## src/rtl/buf_mem_loader_pkg.sv

```systemverilog
// Shared types and helpers for the buffer-memory preload stage.
package buf_mem_loader_pkg;

    typedef enum logic [1:0] {
        StIdle,
        StFill,
        StWrite,
        StDone
    } loader_state_e;

    function automatic int unsigned beats_per_word(input int unsigned lanes,
                                                   input int unsigned width,
                                                   input int unsigned in_width);
        return (lanes * width) / in_width;
    endfunction

endpackage

```

## src/rtl/buf_mem_loader_beat_packer.sv

```systemverilog
// Packs BEATS stream beats of IN_WIDTH bits into one word; the first beat lands in the LSBs.
module buf_mem_loader_beat_packer #(
    parameter int unsigned IN_WIDTH = 8,
    parameter int unsigned BEATS    = 4
) (
    input  logic                      clk_i,
    input  logic                      rstn_i,
    input  logic                      clr_i,
    input  logic                      push_i,
    input  logic [IN_WIDTH-1:0]       data_i,
    output logic [BEATS*IN_WIDTH-1:0] word_o,
    output logic                      full_o
);

    localparam int unsigned WordW = BEATS * IN_WIDTH;
    localparam int unsigned CntW  = (BEATS > 1) ? $clog2(BEATS) : 1;
    localparam logic [CntW-1:0] LastBeat = CntW'(BEATS - 1);

    logic [CntW-1:0]  cnt_q, cnt_d;
    logic [WordW-1:0] word_q, word_d;

    always_comb begin
        cnt_d  = cnt_q;
        word_d = word_q;
        if (clr_i) begin
            cnt_d  = '0;
            word_d = '0;
        end else if (push_i) begin
            word_d[cnt_q*IN_WIDTH +: IN_WIDTH] = data_i;
            cnt_d = (cnt_q == LastBeat) ? '0 : cnt_q + CntW'(1);
        end
    end

    always_ff @(posedge clk_i) begin
        if (!rstn_i) begin
            cnt_q  <= '0;
            word_q <= '0;
        end else begin
            cnt_q  <= cnt_d;
            word_q <= word_d;
        end
    end

    assign word_o = word_q;
    assign full_o = push_i && !clr_i && (cnt_q == LastBeat);

endmodule

```

## src/rtl/buf_mem_loader.sv

```systemverilog
// Packs a narrow valid/ready byte stream into LANES*WIDTH words and writes them to an SRAM port.
// Optional XOR checksum of the written words: define BUF_MEM_LOADER_CHECKSUM_EN.
module buf_mem_loader
    import buf_mem_loader_pkg::*;
#(
    parameter int unsigned WIDTH    = 8,
    parameter int unsigned LANES    = 4,
    parameter int unsigned SIZE     = 256,
    parameter int unsigned IN_WIDTH = 8
) (
    input  logic                     clk_i,
    input  logic                     rstn_i,
    input  logic                     start_i,
    input  logic [$clog2(SIZE)-1:0]  base_addr_i,
    input  logic [$clog2(SIZE):0]    num_words_i,
    input  logic                     s_valid_i,
    input  logic [IN_WIDTH-1:0]      s_data_i,
    output logic                     s_ready_o,
    output logic                     mem_cenb_o,
    output logic                     mem_wenb_o,
    output logic [$clog2(SIZE)-1:0]  mem_addr_o,
    output logic [LANES*WIDTH-1:0]   mem_d_o,
`ifdef BUF_MEM_LOADER_CHECKSUM_EN
    output logic [LANES*WIDTH-1:0]   checksum_o,
`endif
    output logic                     busy_o,
    output logic                     done_o
);

    localparam int unsigned DataW = LANES * WIDTH;
    localparam int unsigned AddrW = $clog2(SIZE);
    localparam int unsigned Beats = beats_per_word(LANES, WIDTH, IN_WIDTH);

    if (Beats * IN_WIDTH != DataW) begin : g_bad_in_width
        $error("IN_WIDTH must evenly divide LANES*WIDTH");
    end

    loader_state_e    state_q, state_d;
    logic [AddrW-1:0] addr_q, addr_d;
    logic [AddrW:0]   cnt_q, cnt_d;
    logic [AddrW-1:0] mem_addr_q, mem_addr_d;
    logic [DataW-1:0] mem_d_q, mem_d_d;

    logic             pack_clr;
    logic             pack_push;
    logic             pack_full;
    logic [DataW-1:0] pack_word;

    assign pack_push = s_valid_i && s_ready_o;

    buf_mem_loader_beat_packer #(
        .IN_WIDTH (IN_WIDTH),
        .BEATS    (Beats)
    ) u_packer (
        .clk_i  (clk_i),
        .rstn_i (rstn_i),
        .clr_i  (pack_clr),
        .push_i (pack_push),
        .data_i (s_data_i),
        .word_o (pack_word),
        .full_o (pack_full)
    );

    always_ff @(posedge clk_i) begin
        if (!rstn_i) begin
            state_q <= StIdle;
        end else begin
            state_q <= state_d;
        end
    end

    always_comb begin
        state_d = state_q;
        unique case (state_q)
            StIdle:  if (start_i) state_d = (num_words_i == '0) ? StDone : StFill;
            StFill:  if (pack_full) state_d = StWrite;
            StWrite: state_d = (cnt_q == (AddrW+1)'(1)) ? StDone : StFill;
            StDone:  state_d = StIdle;
            default: state_d = StIdle;
        endcase
    end

    always_comb begin
        s_ready_o  = 1'b0;
        mem_cenb_o = 1'b1;
        mem_wenb_o = 1'b1;
        mem_addr_o = mem_addr_q;
        mem_d_o    = mem_d_q;
        busy_o     = 1'b1;
        done_o     = 1'b0;
        unique case (state_q)
            StIdle: busy_o = 1'b0;
            StFill: s_ready_o = 1'b1;
            StWrite: begin
                mem_cenb_o = 1'b0;
                mem_wenb_o = 1'b0;
                mem_addr_o = addr_q;
                mem_d_o    = pack_word;
            end
            StDone: done_o = 1'b1;
            default: ;
        endcase
    end

    // Address/word counters; the mem_* hold registers keep the last written word visible.
    always_comb begin
        addr_d     = addr_q;
        cnt_d      = cnt_q;
        mem_addr_d = mem_addr_q;
        mem_d_d    = mem_d_q;
        pack_clr   = 1'b0;
        unique case (state_q)
            StIdle: begin
                if (start_i) begin
                    addr_d   = base_addr_i;
                    cnt_d    = num_words_i;
                    pack_clr = 1'b1;
                end
            end
            StWrite: begin
                mem_addr_d = addr_q;
                mem_d_d    = pack_word;
                addr_d     = (addr_q == AddrW'(SIZE - 1)) ? '0 : addr_q + AddrW'(1);
                cnt_d      = cnt_q - (AddrW+1)'(1);
            end
            default: ;
        endcase
    end

    always_ff @(posedge clk_i) begin
        if (!rstn_i) begin
            addr_q     <= '0;
            cnt_q      <= '0;
            mem_addr_q <= '0;
            mem_d_q    <= '0;
        end else begin
            addr_q     <= addr_d;
            cnt_q      <= cnt_d;
            mem_addr_q <= mem_addr_d;
            mem_d_q    <= mem_d_d;
        end
    end

`ifdef BUF_MEM_LOADER_CHECKSUM_EN
    logic [DataW-1:0] checksum_q, checksum_d;

    always_comb begin
        checksum_d = checksum_q;
        if (state_q == StIdle && start_i) begin
            checksum_d = '0;
        end else if (state_q == StWrite) begin
            checksum_d = checksum_q ^ pack_word;
        end
    end

    always_ff @(posedge clk_i) begin
        if (!rstn_i) begin
            checksum_q <= '0;
        end else begin
            checksum_q <= checksum_d;
        end
    end

    assign checksum_o = checksum_q;
`endif

endmodule

```

## config.mk

```make
export PLATFORM = sky130hd
export DESIGN_NAME = buf_mem_loader
export DESIGN_NICKNAME = d
export VERILOG_FILES = /design/src/rtl/buf_mem_loader_pkg.sv /design/src/rtl/buf_mem_loader_beat_packer.sv /design/src/rtl/buf_mem_loader.sv
export SDC_FILE = /design/constraint.sdc
export NUM_CORES = 1
export LEC_CHECK = 0
export ABC_AREA = 1
export CORE_UTILIZATION = 53
export CTS_BUF_LIST = sky130_fd_sc_hd__clkbuf_4 sky130_fd_sc_hd__clkbuf_8 sky130_fd_sc_hd__clkbuf_16
export CTS_CLUSTER_DIAMETER = 120
export DETAILED_ROUTE_END_ITERATION = 6
export GPL_TIMING_DRIVEN = 1
export PLACE_DENSITY_LB_ADDON = 0.12
export SLEW_MARGIN = 10
export SYNTH_ARGS = -nofsm -noshare
export SYNTH_HDL_FRONTEND = slang
export SYNTH_HIERARCHICAL = 1
export SYNTH_SLANG_ARGS = --single-unit
```

## constraint.sdc

```tcl
create_clock -name clk_i -period 2.1 [get_ports clk_i]
set_clock_uncertainty 0.2 [all_clocks]
set_input_delay 0.42 -clock clk_i [delete_from_list [all_inputs] [get_ports clk_i]]
set_output_delay 0.42 -clock clk_i [all_outputs]
set_load 0.02 [all_outputs]
```

==> results of run 1 <==
## cells by family (layout without fill, tap and decap cells)
logic type,Yosys count,in the layout,share of synthesized area
buffers and inverters,117,238,0.120
adder cells (fa/ha/maj),9,9,0.0253
AND/OR/NAND/NOR,285,285,0.296
AO/OA/AOI/OAI,118,118,0.140
flip-flops,93,93,0.419
## stage by stage
stage | cell area [µm²] | TNS (ps) | util | instances | setup slack (ps)
finish | 5920 | -1100 | 0.724 | 848 | -73.2
global route | 5920 | -4050 | 0.724 | 848 | -154
CTS | 5730 | -1820 | 0.701 | 838 | -88.8
detailed placement | 5550 | -5690 | 0.679 | 821 | -193
global placement | 5550 | -4410 | 0.679 | 821 | -154
floorplan | 4440 | 0 | - | 622 | 290
## metal layers
layer  GRT usage  part of all wire  wire length (µm)  vias up
met5           0                 0                 0        -
met4      0.0987             0.018               202        0
met3      0.0512             0.044               487       19
met2       0.458              0.51              5750      114
met1       0.297              0.42              4730     1984
li1            -                 -                 -     2161
## power by group through the flow
stage | Sequential (µW) | Combinational, µW | Clock [µW]
6_report | 1890 | 942 | 1270
5_1_grt | 1900 | 1030 | 1370
4_1_cts | 1890 | 882 | 1300
3_5_place_dp | 1930 | 895 | 0
3_3_place_gp | 1920 | 874 | 0
2_1_floorplan | 1910 | 522 | 0
## repair_timing
action | CTS | global route
hold endpoints to repair | 0 | 0
pin swaps | 0 | 1
setup endpoints to repair | 45 | 42
buffers inserted | 1 | 10
resized for setup | 245 | 47
gates cloned | 0 | 1
## tightest hold or removal path, cell delays in order, from the launching register on
cell and delay (ps):
sky130_fd_sc_hd__dfxtp_1 330, sky130_fd_sc_hd__nand2_1 60, sky130_fd_sc_hd__a21oi_1 50
## cell usage in the layout, fill, tap and decap left out, types with 23 or more instances in the layout
cell type and count:
sky130_fd_sc_hd__nand2_1 117, sky130_fd_sc_hd__dfxtp_1 91, sky130_fd_sc_hd__inv_1 86, sky130_fd_sc_hd__nor2_1 81
sky130_fd_sc_hd__a21oi_1 52, sky130_fd_sc_hd__buf_4 49, sky130_fd_sc_hd__o21ai_2 32, sky130_fd_sc_hd__or2_2 28
sky130_fd_sc_hd__clkdlybuf4s50_1 28, sky130_fd_sc_hd__nand3_1 27, sky130_fd_sc_hd__buf_2 23
## flip-flops by register name (all words and copies together) (netlist names)
signal / flops
mem_d_q: 32
mem_addr_q: 8
state_q: 2
cnt_q: 9
addr_q: 8
u_packer/cnt_q: 2
u_packer/word_o: 32
## area by class of cell
| type | count | area (µm²) |
|---|---|---|
| clock inverters | 5 | 65.1 |
| repair buffers | 129 | 1140 |
| inverters | 93 | 354 |
| clock buffers | 11 | 151 |
| flip-flops and latches | 93 | 1870 |
| fillers | 678 | 2260 |
| well taps | 105 | 131 |
| multi-input cells | 412 | 2200 |
## worst paths after layout
| check | slack, ps | cells after the start | endpoint |
|---|---|---|---|
| worst min register to register | 280 | 2 | u_packer/word_o[23] |
| worst max-delay path | -70 | 7 | mem_d_o[30] |
| worst min-delay path | 280 | 2 | u_packer/word_o[23] |
| worst max register to register | 170 | 11 | u_packer/word_o[15] |
==> results list, run 1 <==
- Min cycle time layout: between 2000 and 2500 ps
- The synthesized design contains 93 register bits.
- Launching point of the worst reg2reg path: state_q[0]
* Top cell types by occurrence after synthesis: sky130_fd_sc_hd__nand2_1, sky130_fd_sc_hd__dfxtp_1, sky130_fd_sc_hd__inv_1
- CTS saw 93 sinks.
- PnR Total Power: between 4000 and 5000 µW
- Clock-pin transition on the worst setup and hold timing paths: 90 ps
- On the worst path, the slowest cell contributes a delay of 370 ps.
- Dividing total power by cell area gives a power density of 694 mW/mm².
* Number of placement rows: 33
- In this run the tightest slew margin relative to its limit is 0.785.
- Setup repair after global routing could not meet its margin everywhere.
- The checks that failed: negative setup slack.
- Net count after synthesis: 660
* Max-slew violation total from the final report: 0
* Layout Area Growth over Synthesis: 33.1%
* Fraction of final layout cells sized beyond drive strength 1: 0.283
- F_max: about 460 MHz
- Of all flip-flops after synthesis, the portion carrying an async set or reset was 0.
- Switching part of the total power: 0.296
- Top cells by area in the synthesized netlist: sky130_fd_sc_hd__dfxtp_1, sky130_fd_sc_hd__nand2_1, sky130_fd_sc_hd__inv_1
- Dividing the synthesized area by the synthesized cell count gives between 7 and 8 µm².
- Hold buffer count at cts: 0
* Reported net switching power: ~1200 µW
* Global-route wire length before repair: 17.8 mm
- IR analysis of the VDD net gives a maximum drop of 0.000388 V.
- Clock share of power: 0.309
- Post-synthesis instance area: between 0.004 and 0.005 mm²
* Vias in the first global route: 4064
- The synthesized design contains 0 enable-type register cells.
* Cell with the largest stage delay on the worst path: sky130_fd_sc_hd__dfxtp_4
- Most used standard cell by instance count after synthesis: sky130_fd_sc_hd__nand2_1
- Antenna Violating Nets Remaining: 0
- Critical path, cell by cell: inv_4 > nor2_4 > buf_12 > or2_2 > o21ai_2 > inv_1 > buf_6
- The floorplan step defined a die boundary enclosing 0.00876 mm².
- Via count normalized by instance count: around 5
* Routed wire length: about 11 mm
- After the last flow step, the layout net total stands at just under 800.
- Of all nets on the critical path, the largest fanout is 26.
* Quantity of I/O buffers inserted on ports: 73
- In this run, CTS created clock tree buffers numbering 9.
- Startpoint of the worst setup timing path: state_q[1]
- The share of the Yosys chip area taken by registers is 0.419.
- Placeable core region: between 0.008 and 0.009 mm²
* Worst-case setup margin in the final layout: -73.2 ps
* Portion of total power attributed to sequential cells: 0.461
- The min-delay analysis places its worst path in the category reg -> reg.
- Initial antenna violation count: 0
- Detailed-placement wirelength estimate: around 7.8 mm
* Tot GR Track Use: 0.255
- Combinational share of power: 0.229
- For the worst-skew pair, the clock arrives at the later sink with an insertion delay of 350 ps.
- The first TritonRoute pass finished after 6 iterations.
- The worst setup path is of the reg -> out kind.
* H-tree depth: 3
* Final period utilization: 1.03
* Max capacitance violation total: 0
- Synthesis instantiated 35 different standard cells from the library.
- The flow ran to the end, but the final reports show violations.
- Dominant cell type by area after synthesis: sky130_fd_sc_hd__dfxtp_1
- For this run the aggregate overflow at the end of global routing stands at 0.
* Count of unresolved DRC violations after routing: 0
- The share of synthesized area in the top cell type comes to 0.419.
- STA puts the critical path data arrival time at around 1600 ps.
- The root buffer cell chosen for the clock tree is sky130_fd_sc_hd__clkbuf_8.
- Among cell families on the critical path, the largest total delay comes from buffers and inverters.
* Total number of yosys warnings: 6
- TritonCTS built the clock tree.
- The worst hold path begins at u_packer/word_o[23].
- The analysis attributes to cell leakage a power of about 0.0030 µW.
- Pin count of the biggest net entering global routing: 35
- STA puts the critical path data required time at 1480 ps.
* Category of the worst setup path launch point: flip-flop
* Finish-stage setup viols: 28
- On the final layout, the worst hold slack is ~280 ps.
* Routed length per placed instance: approximately 13 µm
* Initial core utilization: 0.544
- For this design the top-level I/O count stands at 74.
* Endpoints failing hold: 0
- Most used DFF post-synth: sky130_fd_sc_hd__dfxtp_1
* CP Capture Type: output port
- For this block, the via count after detailed routing is 4278.
- Counting both buffers and inverters, the worst setup path holds a total of 4.
- In this run the horizontal extent of the chip is 93.6 µm.
- The first routing iteration left ~170 violations.
- Counting every instance in the synthesized netlist gives ~620.
- Max clock buf depth: 2
- At the pin with the least slew margin, the transition time is 321 ps.
* Antenna diode count: 0
- Die height: between 90 and 100 µm
* Int Pwr: 2890 µW
- Weighted congestion at the end of routability-driven global placement: ~0.92
(Power assumes the default switching activity.)
==> run 2, diff against run 1 <==
--- a/config.mk
+++ b/config.mk
@@ -11,7 +11,7 @@
 export CTS_CLUSTER_DIAMETER = 120
 export DETAILED_ROUTE_END_ITERATION = 6
 export GPL_TIMING_DRIVEN = 1
-export PLACE_DENSITY_LB_ADDON = 0.12
+export PLACE_DENSITY_LB_ADDON = 0.3
 export SLEW_MARGIN = 10
 export SYNTH_ARGS = -nofsm -noshare
 export SYNTH_HDL_FRONTEND = slang
==> results list, run 2 (synthesis results as in run 1) <==
- Max-slew violation total from the final report: 0 (unchanged)
- Routed length per placed instance: 13.2 µm (+0.58%)
- The total half-perimeter wirelength after legalization and detailed placement came to 7.75 mm (-0.26%).
* Category of the worst setup path launch point: flip-flop
- CP Capture Type: output port
- The worst hold path belongs to the class reg -> reg.
- The final layout net count is 775 (-0.13%).
* Worst vdd ir: 0.000514 V (+33%)
* Clock-pin transition on the worst setup and hold timing paths: 90 ps (about the same)
* Initial core utilization: 0.544 (unchanged)
- Leakage power: 0.00298 µW (-0.77%)
- The share of the core filled with cells is 0.715 (-0.00842).
* Antenna diode count: 0 (unchanged)
* Fraction of final layout cells sized beyond drive strength 1: 0.280 (-0.00231)
* Combinational share of power: 0.237 (+0.008)
* CP required: 1480 ps (about the same)
- The fmax came to 462 MHz (+0.33%).
- Startpoint of the worst setup timing path: state_q[1]
- Quantity of I/O buffers inserted on ports: 73 (unchanged)
* Die extent in x: 93.6 µm (unchanged)
- The aggregate negative setup slack came to -1160 ps (-60.8 ps).
- Via count normalized by instance count: 5.13 (+1.6%)
- Critical path peak fanout: 28 (+7.7%)
- Hold_sp: mem_addr_q[0]
- Vias in the first global route: 4126 (+1.5%)
- The share of power burned in registers came to 0.481 (+0.020).
* Die height: 93.6 µm (unchanged)
* H-tree depth: 3 (unchanged)
- Weighted congestion at the end of routability-driven global placement: 0.897 (-1.9%)
* Post-Place Setup Slack: -164 ps (+28.6 ps)
* Ports: 74 (unchanged)
* Unrepaired setup endpoints after global routing: true
- Cells after DPL: 820 (-0.12%)
* Power per standard cell area: 674 mW/mm² (-3.0%)
- The power after layout is 3940 µW (-4.1%).
* Max clock buf depth: 2 (unchanged)
* Pin count of the biggest net entering global routing: 35 (unchanged)
- Status: finished, violations left
- Final period utilization: 1.03 (-0.00339)
- Commonest non-fill, non-tap cell in the layout: sky130_fd_sc_hd__nand2_1
* First-pass iteration count of the detailed router: 5 (-1)
- Endpoints failing hold: 0 (unchanged)
- Root buffer cell: sky130_fd_sc_hd__clkbuf_8
- Layout Area Growth over Synthesis: 31.6%
- The CTS buffer count is 9 (unchanged).
* Antenna Violating Nets Remaining: 0 (unchanged)
* TritonCTS clock tree: done
- Launching point of the worst reg2reg path: state_q[1]
- The final instance count without filler cells was 847 (-0.12%).
- DRC marker count from the first detailed-route iteration: 283 (+68%)
- Max capacitance violation total: 0 (unchanged)
- Worst-case setup margin in the final layout: -66.1 ps (+7.12 ps)
- Clock insertion delay at the later pin of the skew report: 370 ps (+20 ps)
- Leaving out fill and tap cells, the most frequent cells in the layout are sky130_fd_sc_hd__nand2_1, sky130_fd_sc_hd__dfxtp_1, sky130_fd_sc_hd__inv_1.
* Global-route wire length before repair: 18.1 mm (+1.8%)
* Min cycle time layout: 2170 ps (-7.12 ps)
- The critical path arrival was 1550 ps (about the same).
- The critical path is of the reg -> out type.
* Placeable core region: 0.00818 mm² (unchanged)
- The switching power share of the total was 0.314 (+0.0179).
* Count of unresolved DRC violations after routing: 0 (unchanged)
- Routed wire length: 11.2 mm (+0.46%)
* Number of clock sinks: 93 (unchanged)
- Global-route congestion overflow total: 0 (unchanged)
- Int Pwr: 2700 µW (-6.6%)
* Initial antenna violation count: 0 (unchanged)
- The area of the die was 0.00876 mm² (unchanged).
* Overall via count from detail_route: 4342 (+1.5%)
* Finish-stage setup viols: 35 (+25%)
- The worst slew margin relative to its limit came to 0.782 (-0.00346).
- Actual slew at the worst max-slew pin: 327 ps (+5.17 ps)
* Clock share of power: 0.282 (-0.027)
- Violations in the final reports: negative setup slack
* Reported net switching power: 1240 µW (+1.7%)
- Number of placement rows: 33 (unchanged)
- The overall fraction of global-route tracks in use was 0.264 (+0.00845).
-- run 2: cell count changes in the layout (fill, tap and decap cells not counted), sizes merged --
cell / previous run / this run
dlygate4sd2: 1 / 5
buf: 96 / 93
clkinvlp: 0 / 3
clkbuf: 14 / 12
bufinv: 1 / 0
clkdlybuf4s15: 1 / 0
clkinv: 2 / 1
-- run 2: power groups by stage --
stage          logic, µW  registers (µW)  clock network (µW)
2_1_floorplan        522            1910                   0
3_3_place_gp         863            1920                   0
3_5_place_dp         886            1930                   0
4_1_cts              878            1890                1110
5_1_grt             1020            1900                1180
6_report             934            1890                1110
-- run 2: layout make-up --
class	instances	area, µm²
Clock buffer	10	131
Inverter	93	349
Tap cell	105	131
Timing Repair Buffer	128	1120
Multi-Input combinational cell	412	2210
Sequential cell	93	1870
Fill cell	661	2330
Clock inverter	6	45.0
-- run 2: through the flow --
step | hold WS (ps) | instance area, µm²
floorplan | 242 | 4440
global placement | 250 | 5520
detailed placement | 256 | 5520
CTS | 272 | 5680
global route | 291 | 5850
finish | 270 | 5850
-- run 2: path summary, 6_finish.rpt --
path,endpoint,slack [ps],depth (start not counted)
setup reg to reg,mem_d_q[25],60,13
hold / removal,mem_addr_q[0],270,2
setup / recovery,mem_d_o[19],-70,7
hold reg to reg,mem_addr_q[0],270,2
-- run 2: what timing repair did --
item / 4_1_cts / 5_1_grt
setup endpoints to repair: 45 / 42
setup buffers: 8 / 1
resized for setup: 234 / 38
hold buffers: 0 / 0
cloned: 0 / 2
endpoints found under the hold margin: 0 / 0
-- run 2: per-layer routing --
layer | track usage | wire [µm]
met5 | 0 | 0
met4 | 0.109 | 268
met3 | 0.0423 | 704
met2 | 0.483 | 5610
met1 | 0.302 | 4630
-- run 2: critical path, cell delays in order, from the launching register on --
cell and delay, ps:
sky130_fd_sc_hd__dfxtp_2 350, sky130_fd_sc_hd__inv_2 70, sky130_fd_sc_hd__nor2_4 40, sky130_fd_sc_hd__buf_12 150
sky130_fd_sc_hd__or2_2 280, sky130_fd_sc_hd__o21ai_2 80, sky130_fd_sc_hd__inv_1 60, sky130_fd_sc_hd__buf_2 160
